<file path="src/rtl/riscv_id.sv">
// riscv_id: decode / operand-fetch stage feeding riscv_ex.
// Decodes OP, OP-IMM and LUI. Reads a 32x32 register file that is written
// back from the EX result port with write-through bypass. A per-register
// pending scoreboard stalls fetch on read-after-write hazards.
module riscv_id (
  input  logic        clk,
  input  logic        rst,
  input  logic        in_valid,
  output logic        in_ready,
  input  logic [31:0] instr,
  input  logic        wb_en,
  input  logic [4:0]  wb_rd,
  input  logic [31:0] wb_data,
  output logic        out_valid,
  output logic [4:0]  rdi,
  output logic [31:0] a,
  output logic [31:0] b,
  output logic [5:0]  shamt,
  output logic [2:0]  funct3,
  output logic        invertb,
  output logic        illegal
);

  localparam logic [6:0] OPC_OP     = 7'b0110011;
  localparam logic [6:0] OPC_OP_IMM = 7'b0010011;
  localparam logic [6:0] OPC_LUI    = 7'b0110111;

  localparam logic [2:0] FUNCT3_ADD = 3'b000;
  localparam logic [2:0] FUNCT3_SLL = 3'b001;
  localparam logic [2:0] FUNCT3_SR  = 3'b101;

  logic [31:0] regs [32];
  logic [31:0] pending;

  logic [6:0]  opcode;
  logic [4:0]  rs1;
  logic [4:0]  rs2;
  logic [4:0]  rd;
  logic [2:0]  f3;
  logic        is_op;
  logic        is_imm;
  logic        is_lui;
  logic        is_legal;
  logic        use_rs1;
  logic        use_rs2;
  logic        is_shift;
  logic signed [31:0] imm_i;

  logic [31:0] rs1_val;
  logic [31:0] rs2_val;
  logic [31:0] wb_clr;
  logic [31:0] busy;
  logic [31:0] set_mask;
  logic        stall;
  logic        accept;
  logic        issue;

  logic [31:0] a_p0;
  logic [31:0] b_p0;
  logic [5:0]  shamt_p0;
  logic [2:0]  funct3_p0;
  logic        invertb_p0;

  logic        vld_p1;
  logic [4:0]  rdi_p1;
  logic [31:0] a_p1;
  logic [31:0] b_p1;
  logic [5:0]  shamt_p1;
  logic [2:0]  funct3_p1;
  logic        invertb_p1;
  logic        illegal_q;

  assign opcode = instr[6:0];
  assign rd     = instr[11:7];
  assign f3     = instr[14:12];
  assign rs1    = instr[19:15];
  assign rs2    = instr[24:20];
  assign imm_i  = {{20{instr[31]}}, instr[31:20]};

  assign is_op    = (opcode == OPC_OP);
  assign is_imm   = (opcode == OPC_OP_IMM);
  assign is_lui   = (opcode == OPC_LUI);
  assign is_legal = is_op || is_imm || is_lui;
  assign use_rs1  = is_op || is_imm;
  assign use_rs2  = is_op;
  assign is_shift = (f3 == FUNCT3_SLL) || (f3 == FUNCT3_SR);

  // x0 reads as zero; a same-cycle writeback is forwarded ahead of the array
  assign rs1_val = (rs1 == 5'd0) ? 32'd0 :
                   (wb_en && wb_rd == rs1) ? wb_data : regs[rs1];
  assign rs2_val = (rs2 == 5'd0) ? 32'd0 :
                   (wb_en && wb_rd == rs2) ? wb_data : regs[rs2];

  // A register being written back this cycle no longer blocks its readers
  assign wb_clr   = wb_en ? (32'd1 << wb_rd) : 32'd0;
  assign busy     = pending & ~wb_clr;
  assign stall    = (use_rs1 && busy[rs1]) || (use_rs2 && busy[rs2]);
  assign in_ready = rst && !stall;
  assign accept   = in_valid && in_ready;
  assign issue    = accept && is_legal;
  assign set_mask = (issue && rd != 5'd0) ? (32'd1 << rd) : 32'd0;

  // Operand selection for the instruction currently presented by fetch
  always_comb begin
    a_p0       = 32'd0;
    b_p0       = 32'd0;
    shamt_p0   = 6'd0;
    funct3_p0  = 3'd0;
    invertb_p0 = 1'b0;
    if (is_op) begin
      a_p0       = rs1_val;
      b_p0       = rs2_val;
      funct3_p0  = f3;
      invertb_p0 = instr[30];
      if (is_shift) begin
        shamt_p0 = {1'b0, rs2_val[4:0]};
      end
    end else if (is_imm) begin
      a_p0      = rs1_val;
      funct3_p0 = f3;
      if (is_shift) begin
        shamt_p0   = {1'b0, instr[24:20]};
        invertb_p0 = instr[30];
      end else begin
        b_p0 = imm_i;
      end
    end else if (is_lui) begin
      b_p0      = {instr[31:12], 12'd0};
      funct3_p0 = FUNCT3_ADD;
    end
  end

  // Register file with clear on reset; x0 is never written
  always_ff @(posedge clk) begin
    if (!rst) begin
      for (int i = 0; i < 32; i++) begin
        regs[i] <= 32'd0;
      end
    end else if (wb_en && wb_rd != 5'd0) begin
      regs[wb_rd] <= wb_data;
    end
  end

  // Scoreboard: issue sets after writeback clears, so set wins on collision
  always_ff @(posedge clk) begin
    if (!rst) begin
      pending <= 32'd0;
    end else begin
      pending <= (pending & ~wb_clr) | set_mask;
    end
  end

  // p0 -> p1: register the EX bundle; anything not issued becomes a bubble
  always_ff @(posedge clk) begin
    if (!rst || !issue) begin
      vld_p1     <= 1'b0;
      rdi_p1     <= 5'd0;
      a_p1       <= 32'd0;
      b_p1       <= 32'd0;
      shamt_p1   <= 6'd0;
      funct3_p1  <= 3'd0;
      invertb_p1 <= 1'b0;
    end else begin
      vld_p1     <= 1'b1;
      rdi_p1     <= rd;
      a_p1       <= a_p0;
      b_p1       <= b_p0;
      shamt_p1   <= shamt_p0;
      funct3_p1  <= funct3_p0;
      invertb_p1 <= invertb_p0;
    end
  end

  // Sticky flag for a consumed unsupported opcode
  always_ff @(posedge clk) begin
    if (!rst) begin
      illegal_q <= 1'b0;
    end else if (accept && !is_legal) begin
      illegal_q <= 1'b1;
    end
  end

  assign out_valid = vld_p1;
  assign rdi       = rdi_p1;
  assign a         = a_p1;
  assign b         = b_p1;
  assign shamt     = shamt_p1;
  assign funct3    = funct3_p1;
  assign invertb   = invertb_p1;
  assign illegal   = illegal_q;

endmodule

</file>
<file path="config.mk">
export PLATFORM = sky130hd
export DESIGN_NAME = riscv_id
export DESIGN_NICKNAME = d
export VERILOG_FILES = /design/src/rtl/riscv_id.sv
export SDC_FILE = /design/constraint.sdc
export NUM_CORES = 2
export LEC_CHECK = 0
export CELL_PAD_IN_SITES_DETAIL_PLACEMENT = 1
export CELL_PAD_IN_SITES_GLOBAL_PLACEMENT = 1
export CORE_MARGIN = 8
export CORE_UTILIZATION = 40
export CTS_CLUSTER_SIZE = 30
export DETAILED_ROUTE_END_ITERATION = 16
export GPL_TIMING_DRIVEN = 0
export HOLD_SLACK_MARGIN = 0.05
export PLACE_DENSITY_LB_ADDON = 0.1
export SYNTH_ARGS = -nofsm -noshare
export SYNTH_HDL_FRONTEND = slang
export SYNTH_SLANG_ARGS = --single-unit
</file>
<file path="constraint.sdc">
create_clock -name clk -period 11.6 [get_ports clk]
set_input_delay 1.74 -clock clk [delete_from_list [all_inputs] [get_ports clk]]
set_output_delay 1.74 -clock clk [all_outputs]
set_load 0.02 [all_outputs]
</file>
## Word level (Yosys, flattened, before mapping)

Memories as Yosys holds them, arrays and structs flattened.
Index checks and enable logic that the tools add are counted.

- Memories kept: 1
- Output and inout port bits: 82
- Bits in registers: 113
- Input bits: 73
- RAM bits: 1024
- Word-level logic and storage cells: 81

- Shift operators: 2
- Equality and inequality tests: 7
- $lt $le $gt $ge: 2
- Bitwise gates (word level): 3
- Muxes and demuxes: 33
- Reduce and logical (&&, ||, !) cells: 24

Memories:

| name | words | width | rd ports | clocked after Yosys merged registers in | wr ports | RTL line | source |
|---|---|---|---|---|---|---|---|
| regs | 32 | 32 | 2 | 0 | 32 | 32 | `logic [31:0] regs [32];` |

Operators by type and width:

| kind | number |
|---|---|
| 2-to-1 mux 32 bit | 13 |
| left shift 1 x 5 -> 32 bit (first input constant) | 2 |
| AND 32 bit | 1 |
| inverter 32 bit | 1 |
| OR 32 bit | 1 |
| OR reduction 32 bit | 1 |
| 2-to-1 mux 5 bit | 4 |
| == test 7 x 6 -> 1 bit (second input constant) | 2 |
| less-than comparator 5 x 6 -> 1 bit (second input constant) | 2 |
| 2-to-1 mux 1 bit | 11 |
| binary-select mux 1 bit (select 5 bit) | 2 |
| == test 5 bit | 2 |
| logical AND 1 bit | 10 |
| logical NOT 5 bit | 2 |
| nonzero test 5 bit | 2 |
| == test 7 x 5 -> 1 bit (second input constant) | 1 |
| 2-to-1 mux 3 bit | 2 |
| 2-to-1 mux 6 bit | 1 |
| logical OR 1 bit | 5 |
| logical NOT 1 bit | 4 |
| == test 3 x 1 -> 1 bit (second input constant) | 1 |
| == test 3 bit (second input constant) | 1 |

## Longest topological paths before layout

- Depth after elaboration: 15
- Depth in mapped cells: 12
- Mapped depth without buffers: 8

## Least setup slack after synthesis

Ideal clock, no wire load.

- Path kind: input to output
- Start point: in wb_en
- End point: out in_ready
- Path buffers: 1
- Stages: 9
- Required time: 9860 ps
- Slack: 6133 ps
- Data arrival time: 3727 ps
- Cell sequence: buf_4 nor4bb_1 a211oi_1 a31oi_1 o2111a_1 a2111oi_0 o311ai_4 nand2_1 inv_1

- Cells in the longest elaborated chain, start to end: 9
- Elaborated cells on any way between the ends: 12
- Classes of those cells: mux (5); bitwise (2); reduce/logical (5)

Ends and longest elaborated chain:

| item | RTL line | source |
|---|---|---|
| start: declaration | 11 | `input logic wb_en,` |
| 2-to-1 mux 32 bit (*) | 95 | `assign wb_clr = wb_en ? (32'd1 << wb_rd) : 32'd0;` |
| inverter 32 bit (*) | 96 | `assign busy = pending & ~wb_clr;` |
| AND 32 bit (*) | 96 |  |
| binary-select mux 1 bit (select 5 bit) | 97 | `assign stall = (use_rs1 && busy[rs1]) \|\| (use_rs2 && busy[rs2]);` |
| 2-to-1 mux 1 bit (implied by the code) | 97 |  |
| logical AND 1 bit | 97 |  |
| logical OR 1 bit (*) | 97 |  |
| logical NOT 1 bit (*) | 98 | `assign in_ready = rst && !stall;` |
| logical AND 1 bit (*) | 98 |  |
| end: declaration | 9 | `output logic in_ready,` |

Every way passes the cells marked *; elsewhere a longest branch is shown, timed or not. The select of a mux whose other input is x is not followed.

## Worst setup path in the final report

- Start point: in instr[20]
- End point: out in_ready

- Cells in the longest elaborated chain, start to end: 6

Ends and longest elaborated chain:

| item | RTL line | source |
|---|---|---|
| start: declaration | 10 | `input logic [31:0] instr,` |
| binary-select mux 1 bit (select 5 bit) | 97 |  |
| 2-to-1 mux 1 bit (implied by the code) | 97 |  |
| logical AND 1 bit | 97 |  |
| logical OR 1 bit | 97 |  |
| logical NOT 1 bit | 98 |  |
| logical AND 1 bit | 98 |  |

No other way between the ends. The select of a mux whose other input is x is not followed.

==> results.py <==
metrics = {
    "min_path": {
        "hold_path_class": "reg2reg",
        "hold-path-endpoint": "pending[22]$_SDFF_PN0_",
        "holdCritStartpoint": "pending[22]$_SDFF_PN0_",
        "holdPathStages": 2,
    },
    "cells_and_area": {
        "stdcell_count": 6372,
        "regArea_mm2": 0.0330,
        "drive_above_1_share_pct": 22.6,
        "fillers": 14384,
        "final_area_mm2": 0.0689,
        "area_growth_pct": 16.0,
        "multiInputGateArea_mm2": 0.0250,
        "fin_nets": 4402,
        "post-route-util_pct": 46.7,
    },
    "critical_path": {
        "reg2reg_slack_ns": 7.54,
        "critical_path_class": "in2out",
        "r2r-end": "a[11]$_SDFF_PN0_",
        "critPathLaunchType": "input pin",
        "slowest_stage": "a2111oi_0",
        "crit_arrival_ns": 6.31,
        "r2r-start": "pending[3]$_SDFF_PN0_",
        "cpPeakStageDelay_ns": 0.76,
        "rr_worst_depth": 9,
        "crit_fanout": 10,
        "cpMostUsedCell": "buf_2",
        "crit_required_ns": 9.86,
        "worstSetupEndpointType": "output port",
        "crit_chain": "clkdlybuf4s50_1 > buf_2 > buf_2 > buf_2 > o21ai_0 > a2111oi_0 > o311ai_4 > nand2_1 > inv_1 > clkdlybuf4s50_1",
    },
    "die": {
        "start_util_pct": 40.2,
        "rows": 141,
        "core_area_mm2": 0.148,
        "fp.dieH_um": 401,
        "io_pins": 155,
        "die_width_um": 401,
        "die-area_mm2": 0.161,
    },
    "drt": {
        "vias_per_cell": 6.44,
        "detail-route-antenna-nets": 0,
        "vias": 41050,
        "totalWireLength_mm": 275,
        "first_pass_iters": 6,
        "first_iter_violations": 5394,
        "remaining_drc_errors": 0,
        "wl_per_cell_um": 43.1,
    },
    "placement": {
        "place_area_mm2": 0.0646,
        "place_congestion": 1.01,
        "place_inst": 6121,
        "hpwl_mm": 205,
        "port_buffers": 150,
    },
    "timing": {
        "slew_violations": 33,
        "tightest_slew_ns": 1.54,
        "setup_viol": 0,
        "hold_violations": 0,
        "timing.final.crit_share_pct": 69.4,
        "setup-tns-final_ns": 0,
        "rsz0062_at_grt": "no",
        "fin_worst_skew_ns": 0.0233,
        "final.min_clock_period_ns": 8.05,
        "fmaxAchievable_mhz": 124,
        "hold_ws_ns": 0.472,
        "max_slew_margin_pct": -2.48,
    },
    "synth": {
        "ys_warn_count": 0,
        "synth_edf_count": 1024,
        "synth_seq_cells": 1136,
        "postSynthAreaPerCell_um2": 15.0,
        "synth_top_area_share_pct": 51.7,
        "netlist_area_mm2": 0.0594,
        "ys_top_cells_by_area": "edfxtp_1 52%, mux4_2 23%, and2_1 10%",
        "synth_cell_types": 64,
        "seq_area_frac_synth_pct": 55.5,
        "yosysTopAreaCell": "edfxtp_1",
        "synth_ff_type": "edfxtp_1",
        "synthArstFlopShare_pct": 0,
        "netlist_instances": 3970,
    },
    "clock_tree": {
        "cts.sinks": 1136,
        "clk_pin_slew_ns": 0.06,
        "cts_setup_buffers": 0,
        "cts_inserted_buffers": 136,
        "cts_root_buffer": "clkbuf_16",
        "cts_resized": 0,
        "cts_buffer_depth": 3,
        "cts_hold_buf": 0,
        "cts_tree": "built",
        "clock_latency_ns": 0.80,
        "htreeDepth": 4,
    },
    "power_and_ir_drop": {
        "p_per_area_mw_per_mm2": 151,
        "ir_drop_mv": 0.121,
        "p_leak_uw": 0.0229,
    },
    "global_route": {
        "overflow": 0,
        "grt_pass1_wl_mm": 366,
        "track_usage_pct": 33.3,
        "grt_max_degree": 42,
        "grt_pass1_vias": 41549,
        "antenna_found_initial": 23,
    },
    "outcome": {
        "violations": "max-capacitance violations, max-slew violations",
        "status": "finished, violations left",
    },
    "job": {
        "max_cap_violations": 5,
    },
}
[synthesized netlist by cell type, types with 10 or more instances]
cell type and number:
nor2_1 60, a211oi_1 22, mux4_2 612, dfxtp_1 112, nor4_1 16, or3_1 10
buf_2 63, nand2b_1 22, nor2b_1 12, nor3_1 69, inv_1 16, o21ai_0 48
o41ai_1 14, mux2_2 21, clkbuf_1 332, nand2_1 169, a21oi_1 89, o211ai_1 51
and2_1 966, buf_1 29, nand3_1 12, mux2i_1 46, o22ai_1 25, edfxtp_1 1024
a31oi_1 27
[layer usage]
layer / global-route usage [%] / share of wire (%) / up-vias
met5: 0 / 0.014 / -
met4: 20.9 / 7.6 / 6
met3: 6.82 / 8.2 / 600
met2: 51.6 / 45 / 2354
met1: 43.0 / 39 / 22031
li1: - / - / 16059
[worst max-delay path: cells and delay by family]
| family | cells | cell delay [ns] |
|---|---|---|
| AOI/OAI and AO/OA | 3 | 1.50 |
| and+or+nand+nor | 1 | 0.28 |
| buffers and inverters | 6 | 2.78 |
[logic make-up (layout without fill, tap and decap cells)]
group / count (synthesis) / count (layout) / share of synthesized area [%]
buffers and inverters: 449 / 880 / 3.03
other: 1 / 42 / 0.00631
AOI/OAI and AO/OA: 327 / 327 / 3.58
and+or+nand+nor: 1368 / 1368 / 13.4
muxes: 679 / 679 / 24.4
xor gates and xnor gates: 10 / 10 / 0.147
DFF: 1136 / 1136 / 55.5
[registers in the layout, indices dropped and copies added (netlist names)]
register   count
illegal        1
regs        1024
shamt          5
a             32
rdi            5
out_valid      1
b             32
funct3         3
pending       32
invertb        1
[where the power goes]
part | internal [uW] | switching [uW] | leakage [uW]
clock network | 2420 | 1830 | 0.00211
logic | 529 | 855 | 0.0101
registers | 4660 | 103 | 0.0107
total | 7610 | 2790 | 0.0229
[metrics by stage]
step	setup slack, ns	total power (uW)
after floorplan	6.13	5530
after global placement	0.982	6170
after detailed placement	3.59	6210
after CTS	3.58	10400
after global routing	3.39	10600
final	3.55	10400
[worst max path at each step]
stage / start / to / cells after the start
global placement: rst / regs[28][14]$_SDFFCE_PN0P_ / 6
detailed placement: instr[20] / in_ready / 10
CTS: instr[20] / in_ready / 10
global route: instr[20] / in_ready / 10
finish: instr[20] / in_ready / 10
floorplan: wb_en / in_ready / 9
[cells in the final DEF, fill, tap and decap left out, types with 13 or more instances in the layout]
cell type | netlist | routed
buf_2 | 63 | 74
o211ai_1 | 51 | 51
o21ai_0 | 48 | 29
clkbuf_2 | 0 | 13
clkbuf_1 | 332 | 348
mux2i_1 | 46 | 46
a21oi_1 | 89 | 89
o21ai_4 | 0 | 19
edfxtp_1 | 1024 | 1024
nand2_1 | 169 | 166
clkinv_1 | 1 | 28
nor4_1 | 16 | 16
buf_1 | 29 | 18
clkbuf_16 | 0 | 149
mux2_2 | 21 | 21
clkinv_2 | 0 | 17
conb_1 | 1 | 33
o22ai_1 | 25 | 25
dfxtp_1 | 112 | 112
a31oi_1 | 27 | 27
buf_12 | 0 | 24
o41ai_1 | 14 | 14
nor2_1 | 60 | 60
clkdlybuf4s50_1 | 0 | 150
buf_16 | 0 | 13
mux4_2 | 612 | 612
inv_1 | 16 | 16
and2_1 | 966 | 966
a211oi_1 | 22 | 22
nor3_1 | 69 | 69
nand2b_1 | 22 | 13
[layout make-up]
cell class	instances	share of cell area, %
flip-flops and latches	1136	47.9
multi-input cells	2417	36.3
repair buffers	189	3.43
diodes	9	0.0327
inverters	17	0.0926
well taps	1930	3.50
plain buffers	432	2.57
clock buffers	182	5.63
clock inverters	60	0.585
Note: power is estimated with default switching activity, not from simulation.
